`config.mk`:
```
export PLATFORM = sky130hd
export DESIGN_NAME = multicycle_control_unit
export DESIGN_NICKNAME = d
export VERILOG_FILES = /design/src/rtl/cpu_pkg.sv /design/src/rtl/mcu_decoder.sv /design/src/rtl/multicycle_control_unit.sv
export SDC_FILE = /design/constraint.sdc
export NUM_CORES = 1
export LEC_CHECK = 0
export ABC_AREA = 1
export CORE_MARGIN = 3
export CORE_UTILIZATION = 41
export CTS_CLUSTER_SIZE = 30
export DETAILED_ROUTE_END_ITERATION = 10
export HOLD_SLACK_MARGIN = 0.06
export PLACE_DENSITY = 0.76
export SYNTH_ARGS = -nofsm -noshare
export SYNTH_HDL_FRONTEND = slang
export SYNTH_SLANG_ARGS = --single-unit
```
`constraint.sdc`:
```
create_clock -name clk -period 1.3 [get_ports clk]
set_clock_uncertainty 0.1 [all_clocks]
set_input_delay 0.13 -clock clk [delete_from_list [all_inputs] [get_ports clk]]
set_output_delay 0.13 -clock clk [all_outputs]
set_load 0.005 [all_outputs]
```
`src/rtl/cpu_pkg.sv`:
```
// cpu_pkg: opcode, ALU operation, bus-D select and FSM encodings shared by the multicycle control unit
package cpu_pkg;

    localparam logic [3:0] OP_ADD   = 4'h0;
    localparam logic [3:0] OP_SUB   = 4'h1;
    localparam logic [3:0] OP_ADDI  = 4'h2;
    localparam logic [3:0] OP_SUBI  = 4'h3;
    localparam logic [3:0] OP_MUL2  = 4'h4;
    localparam logic [3:0] OP_DIV2  = 4'h5;
    localparam logic [3:0] OP_CLR   = 4'h6;
    localparam logic [3:0] OP_RST   = 4'h7;
    localparam logic [3:0] OP_MOV   = 4'h8;
    localparam logic [3:0] OP_JMP   = 4'h9;
    localparam logic [3:0] OP_OUT   = 4'hA;
    localparam logic [3:0] OP_LOAD  = 4'hB;
    localparam logic [3:0] OP_STORE = 4'hC;

    localparam logic [3:0] ALU_ADD   = 4'h0;
    localparam logic [3:0] ALU_SUB   = 4'h1;
    localparam logic [3:0] ALU_ADDI  = 4'h2;
    localparam logic [3:0] ALU_SUBI  = 4'h3;
    localparam logic [3:0] ALU_MUL2  = 4'h4;
    localparam logic [3:0] ALU_DIV2  = 4'h5;
    localparam logic [3:0] ALU_PASSB = 4'h8;

    localparam logic [1:0] MD_ALU  = 2'd0;
    localparam logic [1:0] MD_MEM  = 2'd1;
    localparam logic [1:0] MD_ZERO = 2'd2;

    typedef enum logic [2:0] {
        S_FETCH,
        S_DECODE,
        S_EXECUTE,
        S_MEM,
        S_WRITEBACK,
        S_HALT
    } state_t;

    // wr: ALU/CLR/MOV write-back, ld/st: memory access, jmp/ov/rc: single-cycle EXECUTE pulses
    typedef struct packed {
        logic [3:0] alu;
        logic       mb;
        logic [1:0] md;
        logic       wr;
        logic       ld;
        logic       st;
        logic       jmp;
        logic       ov;
        logic       rc;
        logic       ill;
    } ctl_t;

endpackage

```
`src/rtl/mcu_decoder.sv`:
```
// mcu_decoder: combinational instruction-register to control-field decode
module mcu_decoder
    import cpu_pkg::*;
#(
    parameter int OPCODE_W   = 4,
    parameter int REG_ADDR_W = 3,
    parameter int DATA_W     = 8,
    parameter int PC_W       = 8,
    localparam int INSTR_W   = OPCODE_W + 2 * REG_ADDR_W
) (
    input  logic [INSTR_W-1:0]    i_ir,
    output logic [REG_ADDR_W-1:0] o_addr_a,
    output logic [REG_ADDR_W-1:0] o_addr_b,
    output logic [DATA_W-1:0]     o_constant,
    output logic [PC_W-1:0]       o_pc_value,
    output ctl_t                  o_ctl
);

    logic [OPCODE_W-1:0] w_op;

    assign w_op       = i_ir[INSTR_W-1 -: OPCODE_W];
    assign o_addr_a   = i_ir[2*REG_ADDR_W-1 -: REG_ADDR_W];
    assign o_addr_b   = i_ir[REG_ADDR_W-1:0];
    assign o_constant = DATA_W'(o_addr_b);
    assign o_pc_value = PC_W'(i_ir[2*REG_ADDR_W-1:0]);

    // map each opcode to its ALU op, bus selects and sequencing class; unknown opcodes are illegal
    always_comb begin
        o_ctl = '0;
        case (w_op)
            OPCODE_W'(OP_ADD):   begin o_ctl.alu = ALU_ADD;   o_ctl.wr = 1'b1; end
            OPCODE_W'(OP_SUB):   begin o_ctl.alu = ALU_SUB;   o_ctl.wr = 1'b1; end
            OPCODE_W'(OP_ADDI):  begin o_ctl.alu = ALU_ADDI;  o_ctl.mb = 1'b1; o_ctl.wr = 1'b1; end
            OPCODE_W'(OP_SUBI):  begin o_ctl.alu = ALU_SUBI;  o_ctl.mb = 1'b1; o_ctl.wr = 1'b1; end
            OPCODE_W'(OP_MUL2):  begin o_ctl.alu = ALU_MUL2;  o_ctl.wr = 1'b1; end
            OPCODE_W'(OP_DIV2):  begin o_ctl.alu = ALU_DIV2;  o_ctl.wr = 1'b1; end
            OPCODE_W'(OP_CLR):   begin o_ctl.md = MD_ZERO;    o_ctl.wr = 1'b1; end
            OPCODE_W'(OP_RST):   o_ctl.rc = 1'b1;
            OPCODE_W'(OP_MOV):   begin o_ctl.alu = ALU_PASSB; o_ctl.md = MD_ALU; o_ctl.wr = 1'b1; end
            OPCODE_W'(OP_JMP):   o_ctl.jmp = 1'b1;
            OPCODE_W'(OP_OUT):   o_ctl.ov = 1'b1;
            OPCODE_W'(OP_LOAD):  begin o_ctl.md = MD_MEM;     o_ctl.ld = 1'b1; end
            OPCODE_W'(OP_STORE): o_ctl.st = 1'b1;
            default:             o_ctl.ill = 1'b1;
        endcase
    end

endmodule

```
`src/rtl/multicycle_control_unit.sv`:
```
// multicycle_control_unit: FETCH/DECODE/EXECUTE/MEM/WRITEBACK sequencer; MCU_ILLEGAL_TRAP_EN makes illegal opcodes halt
module multicycle_control_unit
    import cpu_pkg::*;
#(
    parameter int OPCODE_W   = 4,
    parameter int REG_ADDR_W = 3,
    parameter int DATA_W     = 8,
    parameter int PC_W       = 8,
    localparam int INSTR_W   = OPCODE_W + 2 * REG_ADDR_W,
    localparam int NREG      = 2 ** REG_ADDR_W
) (
    input  logic                  clk,
    input  logic                  rst,
    input  logic [INSTR_W-1:0]    instruction,
    input  logic                  mem_ready,
    output logic [REG_ADDR_W-1:0] addr_a,
    output logic [REG_ADDR_W-1:0] addr_b,
    output logic [NREG-1:0]       load,
    output logic [3:0]            alu_opcode,
    output logic                  mb_select,
    output logic [1:0]            md_select,
    output logic                  mem_read,
    output logic                  mem_write,
    output logic                  load_pc,
    output logic                  pc_inc,
    output logic [PC_W-1:0]       pc_value,
    output logic [DATA_W-1:0]     constant_in,
    output logic                  reg_clear,
    output logic                  out_valid,
    output logic                  illegal
);

    state_t                r_state;
    state_t                w_next;
    logic [INSTR_W-1:0]    r_ir;
    ctl_t                  w_ctl;
    ctl_t                  r_ctl;
    logic [REG_ADDR_W-1:0] w_a;
    logic [REG_ADDR_W-1:0] w_b;
    logic [REG_ADDR_W-1:0] r_a;
    logic [REG_ADDR_W-1:0] r_b;
    logic [DATA_W-1:0]     w_k;
    logic [DATA_W-1:0]     r_k;
    logic [PC_W-1:0]       w_pcv;
    logic [PC_W-1:0]       r_pcv;

    mcu_decoder #(
        .OPCODE_W   (OPCODE_W),
        .REG_ADDR_W (REG_ADDR_W),
        .DATA_W     (DATA_W),
        .PC_W       (PC_W)
    ) u_dec (
        .i_ir       (r_ir),
        .o_addr_a   (w_a),
        .o_addr_b   (w_b),
        .o_constant (w_k),
        .o_pc_value (w_pcv),
        .o_ctl      (w_ctl)
    );

    assign addr_a      = r_a;
    assign addr_b      = r_b;
    assign constant_in = r_k;
    assign pc_value    = r_pcv;
    assign alu_opcode  = r_ctl.alu;
    assign mb_select   = r_ctl.mb;
    assign md_select   = r_ctl.md;

    // state register; reset lands in FETCH so strobes drop without waiting for a clock
    always_ff @(posedge clk or posedge rst) begin
        if (rst) r_state <= S_FETCH;
        else     r_state <= w_next;
    end

    // IR captured in FETCH, decoded fields captured in DECODE and held until the next DECODE
    always_ff @(posedge clk or posedge rst) begin
        if (rst) begin
            r_ir  <= '0;
            r_ctl <= '0;
            r_a   <= '0;
            r_b   <= '0;
            r_k   <= '0;
            r_pcv <= '0;
        end else begin
            if (r_state == S_FETCH) r_ir <= instruction;
            if (r_state == S_DECODE) begin
                r_ctl <= w_ctl;
                r_a   <= w_a;
                r_b   <= w_b;
                r_k   <= w_k;
                r_pcv <= w_pcv;
            end
        end
    end

    // next state and per-state strobes; pc_inc marks the final cycle of every non-JMP instruction
    always_comb begin
        w_next    = r_state;
        load      = '0;
        mem_read  = 1'b0;
        mem_write = 1'b0;
        load_pc   = 1'b0;
        pc_inc    = 1'b0;
        reg_clear = 1'b0;
        out_valid = 1'b0;
        illegal   = 1'b0;
        case (r_state)
            S_FETCH:  w_next = S_DECODE;
            S_DECODE: w_next = S_EXECUTE;
            S_EXECUTE: begin
                load_pc   = r_ctl.jmp;
                reg_clear = r_ctl.rc;
                out_valid = r_ctl.ov;
                illegal   = r_ctl.ill;
                w_next    = (r_ctl.ld || r_ctl.st) ? S_MEM : r_ctl.wr ? S_WRITEBACK : S_FETCH;
`ifdef MCU_ILLEGAL_TRAP_EN
                pc_inc    = r_ctl.rc || r_ctl.ov;
                if (r_ctl.ill) w_next = S_HALT;
`else
                pc_inc    = r_ctl.rc || r_ctl.ov || r_ctl.ill;
`endif
            end
            S_MEM: begin
                mem_read  = r_ctl.ld;
                mem_write = r_ctl.st;
                pc_inc    = mem_ready && r_ctl.st;
                w_next    = !mem_ready ? S_MEM : r_ctl.ld ? S_WRITEBACK : S_FETCH;
            end
            S_WRITEBACK: begin
                load   = NREG'(1) << r_a;
                pc_inc = 1'b1;
                w_next = S_FETCH;
            end
            S_HALT: begin
`ifdef MCU_ILLEGAL_TRAP_EN
                illegal = 1'b1;
                w_next  = S_HALT;
`else
                w_next  = S_FETCH;
`endif
            end
            default: w_next = S_FETCH;
        endcase
    end

endmodule

```
==> reports/results.ini, run 1 <==
[floorplanning]
die_w_um=69.7
start_util_pct=44.1
dieArea_sq_um=4860
num_rows=22
coreArea_sq_um=3770
die_h_um=69.7
pin_count=57

[grt]
grt_antenna_before_repair=0
grt_pass1_wl_um=7520
gr-total-overflow=0
grt_max_degree=34
gr-usage-all-layers_pct=19.6
grt_pass1_vias=1588

[logic_synthesis]
synth_edf_count=0
yosysWarningCount=0
ys_async_sr_fraction_pct=100
syn-mean-instance-area_sq_um=8.27
synthDistinctLibCells=24
synth_top_cell_by_area=dfrtp_1
synth_area_leaders=dfrtp_1 (50%), nand2_1 (12%), buf_4 (9.9%)
netlist_instances=201
synth-seq-area-share_pct=49.7
ys_ff_latch=33
synth_area_sq_um=1660
synth_top_cell_area_share_pct=49.7
ys.flop_type=dfrtp_1

[clock_tree]
clk_path_buf_depth=2
cts_root_buf=clkbuf_8
cts_buffers=5
cts.htree.levels=2
clk_latency_ps=290
cts_sinks=33
clk_pin_slew_ps=70
cts_tree=done

[drt]
ant_nets=0
wl_um=5110
wl_per_cell_um=15.1
drt-initial-drc-count=82
vias_per_cell=4.83
drtPass1Iterations=4
drt_drc_violations_left=0
via_count=1638

[timing]
setup_tns_ps=-10940
hold_violations=0
fin_crit_sh_pct=135
grt_setup_unrepaired=true
max_freq_mhz=571
setup_violations=48
drv_slew=0
worst_slack_ps=-452
period_needed_ps=1750

[final_layout]
num-nets-final=303
nFillCells=242
syn_to_final_growth_pct=68.1
fin_area_sq_um=2800
n_antenna_cell=0
drive_gt1_share_pct=41.6

[setup_path]
crit_type=register to output port
required_ps=1070
cp-end-kind=output port
worstPathArrival_ps=1520
startpoint_type=register
critPathMaxFanout=3

[hold_path]
hold_path_class=input pin to async pin

[power_and_ir_drop]
power.leakage_nw=1.43
irDropWorstVdd_uv=1080
p_per_area_nw_per_um2=2430

[run_status]
violations=setup timing
status=finished with violations

[placed_design]
hpwl_um=2610
numPortBuffers=49
gp_congestion=0.820
dpl-instance-area_sq_um=2210

[flow_run]
cap_violations=0

## synthesized netlist by cell type, types with 2 or more instances
master,count
o21ai_0,10
o21ai_1,4
nand3b_1,4
buf_4,22
nor2_1,23
a21oi_1,4
nand2_1,55
nand3_1,15
dfrtp_1,33
inv_1,16
buf_2,2
## what timing repair did
| action | 4_1_cts | 5_1_grt |
|---|---|---|
| gates cloned | 2 | 0 |
| pin swaps | 14 | 15 |
| hold buffers | 0 | 0 |
| buffers inserted | 30 | 7 |
| setup endpoints to repair | 54 | 54 |
| hold endpoints to repair | 0 | 0 |
| gates resized for setup | 140 | 45 |
## cell usage in the layout (no fill, tap or decap), types with 3 or more instances in the layout
cell,synthesis,final
buf_4,22,27
nand3_4,1,3
nor2_4,1,8
dlygate4sd2_1,0,13
o21ai_2,0,6
nand2_1,55,42
conb_1,1,7
dfrtp_1,33,32
buf_6,1,19
a21oi_1,4,4
nand2_2,0,11
clkdlybuf4s15_1,0,7
nand3b_1,4,4
nand3_1,15,12
nor2_1,23,14
o21ai_1,4,7
clkdlybuf4s50_1,0,12
buf_2,2,14
inv_1,16,14
clkbuf_8,1,7
buf_12,0,4
## final cells by class
type	instances	area, sq um	share of cell area [%]
Timing Repair Buffer	101	938	33.6
Sequential cell	33	827	29.6
Multi-Input combinational cell	130	782	28.0
Clock buffer	7	96.3	3.45
Inverter	18	77.6	2.78
Tap cell	48	60.1	2.15
Timing Repair inverter	1	8.76	0.313
Clock inverter	1	5.00	0.179
## cells by family (layout without fill, tap and decap cells)
family	after synthesis	after routing	synth area share, %
other cells	1	7	0.226
simple gates	104	104	28.0
buf+inv	44	128	16.3
flops	33	33	49.7
compound gates	19	19	5.87
## metrics by stage
| stage | total power [W] | hold slack, ps | utilization [%] | cells | setup slack (ps) |
|---|---|---|---|---|---|
| 2_1_floorplan | 0.00336 | 151 | - | 207 | 94.3 |
| 6_report | 0.00679 | 72.2 | 74.1 | 339 | -452 |
| 3_5_place_dp | 0.00439 | 359 | 58.7 | 300 | -454 |
| 4_1_cts | 0.00622 | 80.9 | 70.3 | 336 | -393 |
| 5_1_grt | 0.00719 | 128 | 74.1 | 339 | -508 |
| 3_3_place_gp | 0.00432 | 354 | 58.7 | 300 | -345 |
## layer usage
metal	global-route usage [%]	share of wire (%)	up-vias
li1	-	-	785
met1	22.0	37	779
met2	35.4	54	62
met3	3.77	5.0	12
met4	9.36	3.7	0
met5	0	0	-
## path summary, 6_finish.rpt
check                                from             to  slack, ps  depth (start not counted)
min in group clk           instruction[6]        r_ir[6]        300                          3
hold / removal                        rst     r_state[1]         70                          3
setup reg to reg               r_state[0]       r_ctl[5]       -260                          8
hold reg to reg             alu_opcode[1]  alu_opcode[1]        370                          2
setup / recovery               r_state[0]        load[4]       -450                          6
max in group asynchronous             rst     r_state[0]        850                          3
## power breakdown
part	total, W	switching [W]	internal, W	leakage, nW
Sequential	0.00181	0.000336	0.00148	0.420
Combinational	0.00413	0.00204	0.00209	0.959
Clock	0.000854	0.000376	0.000478	0.0542
Total	0.00679	0.00275	0.00404	1.43
## critical path: stages (launching register included)
cell	delay, ps
dfrtp_2	430
buf_12	130
nor3_4	220
nand2_2	120
buf_6	140
nor2_4	70
buf_2	120
## sequential cells by signal, summed over array words and instances, names as in the netlist
| signal | count |
|---|---|
| r_ir | 10 |
| r_ctl | 7 |
| alu_opcode | 4 |
| addr_a | 3 |
| pc_value | 3 |
| r_state | 3 |
| md_select | 2 |
| mb_select | 1 |
(Power assumes the default switching activity.)
==> run 2, diff against run 1 <==
--- a/config.mk
+++ b/config.mk
@@ -6,6 +6,7 @@
 export NUM_CORES = 1
 export LEC_CHECK = 0
 export ABC_AREA = 1
+export ABC_CLOCK_PERIOD_IN_PS = 1300
 export CORE_MARGIN = 3
 export CORE_UTILIZATION = 41
 export CTS_CLUSTER_SIZE = 30
==> results of run 2 <==
The final DEF is identical to that of run 1; final timing and power are the same.
==> patch 1 (settings of run 1) <==
The 6 states of `state_t` get a one-hot encoding in 6 bits.
--- a/src/rtl/cpu_pkg.sv
+++ b/src/rtl/cpu_pkg.sv
@@ -27,13 +27,13 @@
     localparam logic [1:0] MD_MEM  = 2'd1;
     localparam logic [1:0] MD_ZERO = 2'd2;
 
-    typedef enum logic [2:0] {
-        S_FETCH,
-        S_DECODE,
-        S_EXECUTE,
-        S_MEM,
-        S_WRITEBACK,
-        S_HALT
+    typedef enum logic [5:0] {
+        S_FETCH     = 6'b000001,
+        S_DECODE    = 6'b000010,
+        S_EXECUTE   = 6'b000100,
+        S_MEM       = 6'b001000,
+        S_WRITEBACK = 6'b010000,
+        S_HALT      = 6'b100000
     } state_t;
 
     // wr: ALU/CLR/MOV write-back, ld/st: memory access, jmp/ov/rc: single-cycle EXECUTE pulses
Check against the original RTL: no difference found for any inputs over 10 cycles, from zero or initial values and one cycle with rst high; not proved beyond that.
==> patch 1 against run 1 <==
The run still ends with negative setup slack left. Area after synthesis grew 10%. Largest cell class is now multi-input gates. Register-to-register slack lost 70 ps. Worst setup slack lost 2.9 ps. Via count grew 6.1%. Sequential cell count grew 1. Routed wire length grew 3.3%. Utilization shrank 1.5 points. Critical endpoint is now pc_inc. Sequential share of layout area shrank 1.2 points. Maximum frequency shrank 0.16%. First-iteration DRC count grew 48%. Power shrank 1.1%. Final area grew 7.7%.
==> patch 1: results (changes against run 1) <==
Layout Nets=324 (was 303); Bufs on Longest Clock Path=2 (unchanged); sequential share of power=0.289 (was 0.267); Clock Latency Late Sink=290 ps (about the same); clock network power share=0.123 (was 0.126); setup total negative slack=-12,720 ps (was -10,940 ps); GR Layer Usage met3=0.02204 (was 0.03768); worst hold path class=input port to async pin (unchanged); run status=complete, but fails checks (unchanged); CTS H-Tree Depth=2 (unchanged); average wire per standard cell=14.59 um (was 15.07 um); VDD IR-drop max=1.106 mV (was 1.079 mV); Core Util, Final=0.7264 (was 0.7412); failing checks=negative setup slack (unchanged); Critical Path Fanout Max=4 (was 3); GRT Total Usage=0.1746 (was 0.1960); Psw=2.924 mW (was 2.749 mW); first-pass GRT wire length=7.100 mm (was 7.521 mm); final setup violation count=49 (was 48); Post-synth top flop=dfrtp_1 (unchanged); HPWL after DPL=2.686 mm (was 2.606 mm); postcts setup bufs=21 (was 30); pin count of the biggest net entering global routing=35 (was 34); Cell variety after synth=22 (was 24); TritonCTS buffer count=5 (unchanged); share of layout cells above drive strength 1=0.5000 (was 0.4158); clock slew at reported path FFs=70 ps (about the same); Iter 0 DRT Violations=121 (was 82); Leak Pwr=1.529 nW (was 1.432 nW); dpl cell area=2381 um^2 (was 2213 um^2); drt pass-1 iters=4 (unchanged); met1 Use GR=0.2058 (was 0.2200); CP arrival=1520 ps (about the same); FFs w/ async S/R, synth=1.000 (unchanged); Synth Warn #=0 (unchanged); biggest regs=r_ir x10, r_ctl x7, r_state x5; number of global-route vias before repair=1,616 (was 1,588); setup ws final=-454.4 ps (was -451.5 ps); vias=1,738 (was 1,638); CTS resizes=116 (was 140); grt peak-use layer=met2 (unchanged); met2 Resource Use GR=0.3106 (was 0.3538); Placer Congestion=0.8056 (was 0.8201); clk root buf=clkbuf_8 (unchanged); Post-Layout Cell Count=362 (was 339); dpl ws=-563.1 ps (was -454.1 ps); Max Slew Vio Count=0 (unchanged); Filler Cell Count=300 (was 242); initial antenna violation count=0 (unchanged); Post-synth top cells=58 x nand2_1, 33 x dfrtp_1, 25 x inv_1, 25 x nor2_1, 22 x buf_4 (was 55 x nand2_1, 33 x dfrtp_1, 23 x nor2_1, 22 x buf_4, 16 x inv_1); port buffer count=49 (unchanged); ANT cells=0 (unchanged); Power Clock=0.827 mW (was 0.854 mW); top post-synthesis cells by area=dfrtp_1 45%, nand2_1 12%, buf_4 9.0%, o21ai_2 6.7%, inv_1 5.1% (was dfrtp_1 50%, nand2_1 12%, buf_4 9.9%, nor2_1 5.2%, nand3_1 4.5%); sequential area share after synthesis=0.4655 (was 0.4966); Avg Inst Size Synth=8.172 um^2 (was 8.273 um^2)
patch 1: changes by cell type in the layout (fill, tap and decap cells not counted), moves of 3 or more:
cell and change:
o21ai_2 +13, nand2_4 +11, inv_1 +7, nor2_2 +7
o21ai_1 -6, buf_6 -5, nand2_1 -5, a21oi_1 -4
nand3_1 -4, nor2_1 -4, buf_4 +3, nand2_2 +3
nand3b_1 -3
patch 1: routing by layer:
layer | up-vias | wire length [um]
met3 | 13 | 201
met5 | - | 0
met2 | 49 | 2894
met4 | 0 | 164
li1 | 838 | -
met1 | 838 | 2019
patch 1: kinds of logic (layout without fill, tap and decap cells):
logic type / count (synthesis) / in the layout / share of synthesized area
AND/OR/NAND/NOR: 112 / 112 / 0.2645
buffers and inverters: 54 / 136 / 0.1757
flip-flops: 34 / 34 / 0.4655
AO/OA/AOI/OAI: 23 / 23 / 0.09228
other: 1 / 7 / 0.002049
patch 1: area by class of cell:
| cell class | instances | area share |
|---|---|---|
| clock buffer | 7 | 0.02868 |
| clock inverter | 1 | 0.001663 |
| inverter | 27 | 0.04572 |
| multi-input combinational | 142 | 0.3155 |
| sequential | 34 | 0.2839 |
| tap | 50 | 0.02078 |
| timing repair buffer | 97 | 0.2868 |
| timing repair inverter | 4 | 0.01704 |
patch 1: worst paths after layout:
path	from	endpoint	slack [ps]	cells after the start
worst max-delay path	r_state[0]	pc_inc	-450	8
min in group clk	instruction[1]	r_ir[1]	270	3
worst min register to register	alu_opcode[2]	alu_opcode[2]	420	2
max in group asynchronous	rst	r_state[0]	790	3
worst min-delay path	rst	addr_a[1]	70	3
worst max register to register	r_state[2]	addr_a[1]	-330	9
patch 1: critical path, cell delays in order (launching register included):
cell,delay [ps]
dfstp_2,560
nor2_4,60
buf_6,120
nand3_4,110
buf_6,110
inv_4,30
nand2_2,60
nand3_2,50
buf_2,120
==> patch 2 (settings of run 1) <==
Without the edit above. `OPCODE_W` is set to 4 in 2 places; all go to 6.
--- a/src/rtl/mcu_decoder.sv
+++ b/src/rtl/mcu_decoder.sv
@@ -2,7 +2,7 @@
 module mcu_decoder
     import cpu_pkg::*;
 #(
-    parameter int OPCODE_W   = 4,
+    parameter int OPCODE_W   = 6,
     parameter int REG_ADDR_W = 3,
     parameter int DATA_W     = 8,
     parameter int PC_W       = 8,
--- a/src/rtl/multicycle_control_unit.sv
+++ b/src/rtl/multicycle_control_unit.sv
@@ -2,7 +2,7 @@
 module multicycle_control_unit
     import cpu_pkg::*;
 #(
-    parameter int OPCODE_W   = 4,
+    parameter int OPCODE_W   = 6,
     parameter int REG_ADDR_W = 3,
     parameter int DATA_W     = 8,
     parameter int PC_W       = 8,
Interface: changed (resized instruction); port bits go from 57 to 59. The function was not compared with the original's and may differ.
==> patch 2 against run 1 <==
The run still ends with negative setup slack left. Worst setup slack improved by 110 ps. Cell count fell by 0.88%. Routed wire length fell by 8.1%. Final area rose by 1.9%. Power rose by 2.4%. Area after synthesis rose by 5.8%. Sequential cell count rose by 2. Worst hold slack improved by 8.3 ps. Critical path type unchanged. Largest cell class is now multi-input gates.
==> patch 2: results (changes against run 1) <==
ANT cells=0 (unchanged); first-pass GRT wire length=6.872 mm (was 7.521 mm); failing checks=negative setup slack (unchanged); WL final=4.696 mm (was 5.109 mm); dpl ws=-465.3 ps (was -454.1 ps); FFs w/ async S/R, synth=1.000 (unchanged); Synth Warn #=0 (unchanged); pin count of the biggest net entering global routing=36 (was 34); Largest register FFs=12 (was 10); Biggest register=r_ir (unchanged); clock slew at reported path FFs=70 ps (about the same); worst hold path class=input port to async pin (unchanged); setup ws final=-341.7 ps (was -451.5 ps); HPWL after DPL=2.743 mm (was 2.606 mm); Clock Latency Late Sink=290 ps (about the same); Post-synth top cells=42 x nand2_1, 35 x dfrtp_1, 26 x nor2_1, 23 x inv_1, 22 x buf_4 (was 55 x nand2_1, 33 x dfrtp_1, 23 x nor2_1, 22 x buf_4, 16 x inv_1); Cell variety after synth=24 (unchanged); port buffer count=51 (was 49); vias=1,602 (was 1,638); CP arrival=1410 ps (was 1520 ps); Layout Nets=300 (was 303); VDD IR-drop max=1.280 mV (was 1.079 mV); clk root buf=clkbuf_8 (unchanged); number of global-route vias before repair=1,484 (was 1,588); Bufs on Longest Clock Path=2 (unchanged); GRT Total Usage=0.1771 (was 0.1960); drt pass-1 iters=4 (unchanged); final setup violation count=50 (was 48); Critical Path Fanout Max=4 (was 3); CTS H-Tree Depth=2 (unchanged); Placer Congestion=0.7686 (was 0.8201); share of layout cells above drive strength 1=0.4685 (was 0.4158); run status=complete, but fails checks (unchanged); sequential area share after synthesis=0.4979 (was 0.4966); Leak Pwr=1.413 nW (was 1.432 nW); top post-synthesis cells by area=dfrtp_1 50%, buf_4 9.4%, nand2_1 9.0%, nor2_1 5.5%, inv_1 4.9% (was dfrtp_1 50%, nand2_1 12%, buf_4 9.9%, nor2_1 5.2%, nand3_1 4.5%); Iter 0 DRT Violations=33 (was 82); initial antenna violation count=0 (unchanged); TritonCTS buffer count=5 (unchanged)
-- patch 2: changes by cell type after synthesis, sizes merged, moves of 4 or more --
cell          run 1  this run
nor2             24        28
mux2              0         7
inv              18        24
o21ai            14         8
nand2            56        44
-- patch 2: critical path, stage by stage, from the launching register on --
cell and delay (ps):
dfrtp_1 400, nor2_2 150, buf_4 130, buf_6 100
nand3_4 80, nor2_1 120, buf_2 130
-- patch 2: what timing repair did --
action | 4_1_cts | 5_1_grt
gates cloned | 3 | 0
buffers inserted | 13 | 6
endpoints found under the hold margin | 0 | 0
pin swaps | 25 | 22
resized for setup | 149 | 52
setup endpoints to repair | 69 | 54
-- patch 2: cell type report --
| cell class | instances | area, um^2 |
|---|---|---|
| clock buffers | 7 | 76.32 |
| inverters | 24 | 100.1 |
| clock inverters | 1 | 5.005 |
| well taps | 50 | 62.56 |
| multi-input cells | 126 | 900.9 |
| flip-flops and latches | 35 | 877.1 |
| repair inverters | 1 | 11.26 |
| fillers | 321 | 1210 |
| repair buffers | 92 | 814.5 |
-- patch 2: metrics by stage --
step | area (um^2) | hold slack (ps) | std cells | TNS (ps)
after global routing | 2848 | 99.39 | 336 | -12050
after global placement | 2360 | 352.4 | 310 | -6788
after CTS | 2625 | 77.20 | 331 | -7334
final | 2848 | 80.51 | 336 | -10030
after detailed placement | 2360 | 366.1 | 310 | -7582
after floorplan | 1784 | 177.4 | 210 | 0
-- patch 2: cells by family (layout without fill, tap and decap cells) --
group / after synthesis / after routing / share of synthesized area
muxes: 7 / 7 / 0.04481
buffers and inverters: 50 / 125 / 0.1636
AOI/OAI and AO/OA: 21 / 21 / 0.07253
and+or+nand+nor: 90 / 91 / 0.2191
other: 1 / 7 / 0.002132
DFF: 35 / 35 / 0.4979
-- patch 2: where the power goes --
part / leakage [nW] / internal (mW) / total [mW] / switching [mW]
clock network: 0.0422 / 0.375 / 0.746 / 0.371
logic: 0.939 / 2.16 / 4.28 / 2.12
registers: 0.431 / 1.57 / 1.93 / 0.361
-- patch 2: per-layer routing --
| metal | vias to the layer above | GRT usage | wire [um] | share of wire |
|---|---|---|---|---|
| li1 | 777 | - | - | - |
| met3 | 9 | 0.05750 | 232 | 0.049 |
| met1 | 776 | 0.1945 | 1719 | 0.37 |
| met5 | - | 0 | 0 | 0 |
| met2 | 40 | 0.3122 | 2659 | 0.57 |
| met4 | 0 | 0.07516 | 85 | 0.018 |
-- patch 2: final timing paths --
check / from / end / slack [ps] / cells past startpoint
setup / recovery: r_state[0] / load[6] / -340 / 6
hold / removal: rst / addr_a[0] / 80 / 3
setup reg to reg: r_state[1] / r_ctl[3] / -260 / 7
hold reg to reg: alu_opcode[1] / alu_opcode[1] / 380 / 2
max in group asynchronous: rst / r_state[2] / 830 / 3
min in group clk: instruction[8] / r_ir[8] / 340 / 3
